**src/rtl/sensor_pkg.sv**
```systemverilog
// Shared definitions for the level-sensor conditioning stage and the downstream
// sn0..snN decode blocks.
package sensor_pkg;

    localparam int unsigned N_SENSORS_DEFAULT    = 5;
    localparam int unsigned STABLE_TICKS_DEFAULT = 16;
    localparam int unsigned SYNC_STAGES_DEFAULT  = 2;

    typedef enum logic {
        INIT = 1'b0,
        RUN  = 1'b1
    } filter_state_e;

    // Counter wide enough to hold 0..ticks without wrapping.
    function automatic int unsigned count_width(input int unsigned ticks);
        return $clog2(ticks + 1);
    endfunction

endpackage

```
**src/rtl/sensor_debounce_channel.sv**
```systemverilog
// One sensor channel: multi-flop input synchroniser followed by a debounce
// counter that accepts a new level after STABLE_TICKS qualifying sample ticks.
module sensor_debounce_channel
    import sensor_pkg::*;
#(
    parameter int unsigned STABLE_TICKS = STABLE_TICKS_DEFAULT,
    parameter int unsigned SYNC_STAGES  = SYNC_STAGES_DEFAULT
) (
    input  logic clk,
    input  logic reset,
    input  logic raw,
    input  logic sample_en,
    input  logic run,
    output logic sync,
    output logic level,
    output logic update
);

    localparam int unsigned CW = count_width(STABLE_TICKS);
    localparam logic [CW-1:0] LAST = CW'(STABLE_TICKS - 1);

    logic [SYNC_STAGES-1:0] sync_q;
    logic [CW-1:0]          cnt;

    always_ff @(posedge clk) begin
        if (reset) begin
            sync_q <= '0;
        end else begin
            sync_q <= {sync_q[SYNC_STAGES-2:0], raw};
        end
    end

    always_comb begin
        sync = sync_q[SYNC_STAGES-1];
    end

    always_comb begin
        update = 1'b0;
        if (run && (sync != level) && sample_en && (cnt == LAST)) begin
            update = 1'b1;
        end
    end

    // Outside RUN the level tracks the synchroniser directly and the counter
    // is parked at zero, so debouncing starts clean on entry to RUN.
    always_ff @(posedge clk) begin
        if (reset) begin
            level <= 1'b0;
            cnt   <= '0;
        end else if (!run) begin
            level <= sync;
            cnt   <= '0;
        end else if (sync == level) begin
            cnt <= '0;
        end else if (sample_en) begin
            if (cnt == LAST) begin
                level <= sync;
                cnt   <= '0;
            end else begin
                cnt <= cnt + CW'(1);
            end
        end
    end

endmodule

```
**src/rtl/sensor_debounce_filter.sv**
```systemverilog
// Sensor bank conditioning: per-channel synchronise/debounce, a power-up
// stability gate (INIT -> RUN) driving sn_valid, and a registered change strobe.
module sensor_debounce_filter
    import sensor_pkg::*;
#(
    parameter int unsigned N_SENSORS    = N_SENSORS_DEFAULT,
    parameter int unsigned STABLE_TICKS = STABLE_TICKS_DEFAULT,
    parameter int unsigned SYNC_STAGES  = SYNC_STAGES_DEFAULT
) (
    input  logic                 clk,
    input  logic                 reset,
    input  logic [N_SENSORS-1:0] sn_raw,
    input  logic                 sample_en,
    output logic [N_SENSORS-1:0] sn,
    output logic                 sn_valid,
    output logic                 sn_changed
);

    localparam int unsigned CW = count_width(STABLE_TICKS);
    localparam logic [CW-1:0] LAST = CW'(STABLE_TICKS - 1);

    filter_state_e        state;
    filter_state_e        state_next;
    logic [CW-1:0]        init_cnt;
    logic [CW-1:0]        init_cnt_next;
    logic                 valid_next;
    logic                 run;
    logic [N_SENSORS-1:0] sync;
    logic [N_SENSORS-1:0] update;

    always_comb begin
        run = (state == RUN);
    end

    for (genvar i = 0; i < N_SENSORS; i++) begin : g_chan
        sensor_debounce_channel #(
            .STABLE_TICKS(STABLE_TICKS),
            .SYNC_STAGES (SYNC_STAGES)
        ) u_chan (
            .clk      (clk),
            .reset    (reset),
            .raw      (sn_raw[i]),
            .sample_en(sample_en),
            .run      (run),
            .sync     (sync[i]),
            .level    (sn[i]),
            .update   (update[i])
        );
    end

    // In INIT every channel copies sync into sn each cycle, so sn is last
    // cycle's sync and (sync != sn) flags a change since the previous cycle.
    always_comb begin
        state_next    = state;
        init_cnt_next = init_cnt;
        valid_next    = sn_valid;
        case (state)
            INIT: begin
                if (sync != sn) begin
                    init_cnt_next = '0;
                end else if (sample_en) begin
                    if (init_cnt == LAST) begin
                        state_next    = RUN;
                        valid_next    = 1'b1;
                        init_cnt_next = '0;
                    end else begin
                        init_cnt_next = init_cnt + CW'(1);
                    end
                end
            end
            RUN: begin
                valid_next = 1'b1;
            end
            default: begin
                state_next = INIT;
            end
        endcase
    end

    always_ff @(posedge clk) begin
        if (reset) begin
            state      <= INIT;
            init_cnt   <= '0;
            sn_valid   <= 1'b0;
            sn_changed <= 1'b0;
        end else begin
            state      <= state_next;
            init_cnt   <= init_cnt_next;
            sn_valid   <= valid_next;
            sn_changed <= |update;
        end
    end

endmodule

```
**config.mk**
```make
export PLATFORM = sky130hd
export DESIGN_NAME = sensor_debounce_filter
export DESIGN_NICKNAME = d
export VERILOG_FILES = /design/src/rtl/sensor_pkg.sv /design/src/rtl/sensor_debounce_channel.sv /design/src/rtl/sensor_debounce_filter.sv
export SDC_FILE = /design/constraint.sdc
export NUM_CORES = 1
export LEC_CHECK = 0
export CAP_MARGIN = 15
export CORE_MARGIN = 1
export CORE_UTILIZATION = 58
export CTS_CLUSTER_SIZE = 25
export DETAILED_ROUTE_END_ITERATION = 8
export HOLD_SLACK_MARGIN = 0.06
export PLACE_DENSITY_LB_ADDON = 0.25
export SLEW_MARGIN = 30
export SYNTH_ARGS = -nofsm -noshare
export SYNTH_HDL_FRONTEND = slang
export SYNTH_SLANG_ARGS = --single-unit
```
**constraint.sdc**
```tcl
create_clock -name clk -period 3.55 [get_ports clk]
set_clock_uncertainty 0.2 [all_clocks]
set_input_delay 0.71 -clock clk [delete_from_list [all_inputs] [get_ports clk]]
set_output_delay 0.71 -clock clk [all_outputs]
set_load 0.02 [all_outputs]
```
==> summary.md <==
| Metric | Value |
|---|---|
| Routed length on met2 | `1850 um` |
| Launch point of the worst reg-to-reg path | `run$_SDFF_PP0_` |
| Register area | `961 um^2` |
| Met3 wire length | `161 um` |
| Clock sinks | `48` |
| Clock transition at path regs | `0.12 ns` |
| DR top layer | `met4` |
| Die area | `3680 um^2` |
| Initial DRT Pass Iterations | `4` |
| PnR Total Power | `0.000866 W` |
| Sw frac | `22.6%` |
| #FFs+latches synth | `48` |
| Final Wtd Congestion | `0.789` |
| Dpl hpwl | `2680 um` |
| Largest net degree at the start of global routing | `22` |
| Post_cts resized | `0` |
| Share of cells above drive strength 1 | `4.80%` |
| Cell total after placement | `265` |
| CTS tree | `done` |
| CP Launch Point | `sample_en` |
| Internal power | `0.000670 W` |
| Cts hold-fix bufs | `0` |
| Ys Warns | `0` |
| Via count | `1559` |
| Post-route setup TNS | `0 ns` |
| Cell Count, Final, Fillers Out | `273` |
| Starting Density | `63.3%` |
| DRT iter0 DRCs | `169` |
| # Max-Cap Violations | `0` |
| Main synth FF type | `dfxtp_1` |
| Slew @ Worst Pin | `0.812 ns` |
| CP max FO | `21` |
| Seq/Total Area, Yosys | `48.2%` |
| Antenna cells | `0` |
| Synth Cell Area | `2000 um^2` |
| Unique masters post-synth | `33` |
| Clk buf depth | `2` |
| Maximum vdd ir drop | `0.254 mV` |
| Period minus WS final | `2.53 ns` |
| Placed cell areas | `2150 um^2` |
| Gate power share | `6.3%` |
| CP cell instances | `clkdlybuf4s50_1 -> nand4_1 -> nor2_1 -> a222oi_1 -> a21boi_0` |
| Fill cell count | `268` |
| Final worst path period share | `71.3%` |
| First-pass GRT wire length | `6450 um` |
| Via density | `5.71` |
| Post-Route WL | `3730 um` |
| Worst path slowest cell | `clkdlybuf4s50_1` |
| Cell leakage power | `0.791 nW` |
| Core region area | `3150 um^2` |
| H-Tree Depth | `2` |
| Post-CTS Setup Inserts | `0` |
| Slowest stage delay, CP | `1.00 ns` |
| Worst R2R Path Depth | `4` |
| Critical Path Sink Type | `register` |
| Worst Hold Class | `reg -> reg` |
| Synth top area share | `48.2%` |
| Die X-Extent | `60.7 um` |
| Crit path arrival time | `2.62 ns` |
| Clock Power Share | `30.0%` |
| Multi-input gate area | `956 um^2` |
| Row count | `20` |
| Nets | `242` |
| Hold Crit Depth | `2` |
| Post-synth EDFFs | `0` |
| Finished Cell Area | `2210 um^2` |
| WP data required | `3.64 ns` |
| Syn_nets | `229` |
| Clk Latency, worst-skew pair | `0.36 ns` |
| Setup violations, final | `0` |
| Most frequent cells in the layout | `48 x dfxtp_1, 24 x nor2_1, 20 x nand2_1, 15 x xor2_1, 14 x clkdlybuf4s50_1` |
| Most common cell after layout, fill and taps aside | `dfxtp_1` |
| Initial antenna violation count | `0` |
| Mean post-synth cell area | `9.28 um^2` |
| Status | `finished clean` |
| Final antenna-violating net count | `0` |
| Fmax | `395 MHz` |
| DRC Markers | `0` |
| Met1 Wirelength | `1640 um` |
| WS Path Type | `in -> reg` |
| Port bufs | `14` |
| Die Ht | `60.7 um` |
| PwrDens | `392 nW/um^2` |
| Synth async-reset ratio | `0%` |
| Final count of pins violating max slew | `0` |
| Post-DR wirelength/cell | `13.7 um` |
| Sequential share of power | `63.7%` |
| Synthesized instance count | `215` |
| Net load switching power | `0.000196 W` |
| Global route overflow | `0` |
| GRT Overall Usage | `24.1%` |
| Cts bufs inserted | `5` |
| I/O pin count | `15` |
| Root Driver | `clkbuf_4` |
| Unrepaired setup endpoints after global routing | `no` |
| Layout Area Growth over Synthesis | `10.7%` |
| Min-delay src | `g_chan[3].u_chan.cnt[4]$_SDFFE_PP0P_` |
| Synth area leaders | `dfxtp_1 48%, xor2_1 6.6%, nor2_1 4.5%` |
| Vias in the first global route | `1469` |
| Critical Path Source Type | `primary input` |
| Slew margin rel. | `45.7%` |
| Final Hold Viols | `0` |
| Most area-hungry cell type in the Yosys netlist | `dfxtp_1` |
==> state kept, by name, summed over array words and instances, names as in the netlist <==
name and count:
sn_valid 1, g_chan.u_chan.level 5, g_chan.u_chan.cnt 25, init_cnt 5, g_chan.u_chan.sync_q 10, run 1, sn_changed 1
==> cells by family after synthesis <==
kind of cell	Yosys count	share of synthesized area, %
XOR/XNOR	19	8.34
flip-flops	48	48.2
buffers and inverters	15	3.95
AND/OR/NAND/NOR	91	23.6
multiplexers	5	2.57
AO/OA/AOI/OAI	31	9.66
adder cells (fa/ha/maj)	6	3.76
==> cells in the mapped netlist, types with 3 or more instances <==
library cell / number
dfxtp_1: 48
clkbuf_1: 3
nor2_1: 24
o21ai_0: 7
o211ai_1: 4
buf_2: 3
nand3_1: 4
nor3_1: 8
nand4_1: 13
xnor2_1: 4
inv_1: 4
nand2_1: 20
mux2i_1: 4
nor2b_1: 11
o32ai_1: 3
a21oi_1: 11
xor2_1: 15
ha_1: 6
buf_4: 5
==> metrics by stage <==
stage               hold slack (ns)  utilization (%)  setup slack [ns]
floorplan                     0.214                -              1.79
global placement              0.226             68.2             0.790
detailed placement            0.236             68.2             0.650
CTS                           0.256             70.0              1.03
global route                  0.273             70.0             0.847
finish                        0.258             70.0              1.02
==> layout make-up <==
| class | count | area share (%) |
|---|---|---|
| Inverter | 4 | 0.680 |
| Multi-Input combinational cell | 152 | 43.3 |
| Timing Repair Buffer | 17 | 7.37 |
| Tap cell | 44 | 2.49 |
| Clock buffer | 8 | 2.66 |
| Sequential cell | 48 | 43.5 |
==> worst max-delay path, delay by kind of cell <==
kind	cells	cell delay (ns)
buf+inv	1	1.00
compound gates	2	0.32
simple gates	2	0.59
==> power by group through the flow <==
stage	clock, W	sequential, W	combinational (W)
final	0.000260	0.000552	0.0000550
after detailed placement	0	0.000564	0.0000548
after CTS	0.000264	0.000552	0.0000552
after floorplan	0	0.000562	0.0000377
after global placement	0	0.000563	0.0000527
after global routing	0.000290	0.000553	0.0000600
==> final timing paths <==
check / endpoint / slack (ns)
hold / removal: g_chan[3].u_chan.cnt[4]$_SDFFE_PP0P_ / 0.26
setup reg to reg: g_chan[1].u_chan.cnt[3]$_SDFFE_PP0P_ / 1.62
setup / recovery: sn_changed$_SDFF_PP0_ / 1.02
hold reg to reg: g_chan[3].u_chan.cnt[4]$_SDFFE_PP0P_ / 0.26
==> routing by layer <==
layer	up-vias	track usage (%)
met3	8	4.48
met4	0	11.0
met5	-	0
met2	42	41.3
met1	735	29.4
li1	774	-
Note: power is estimated with default switching activity, not from simulation.
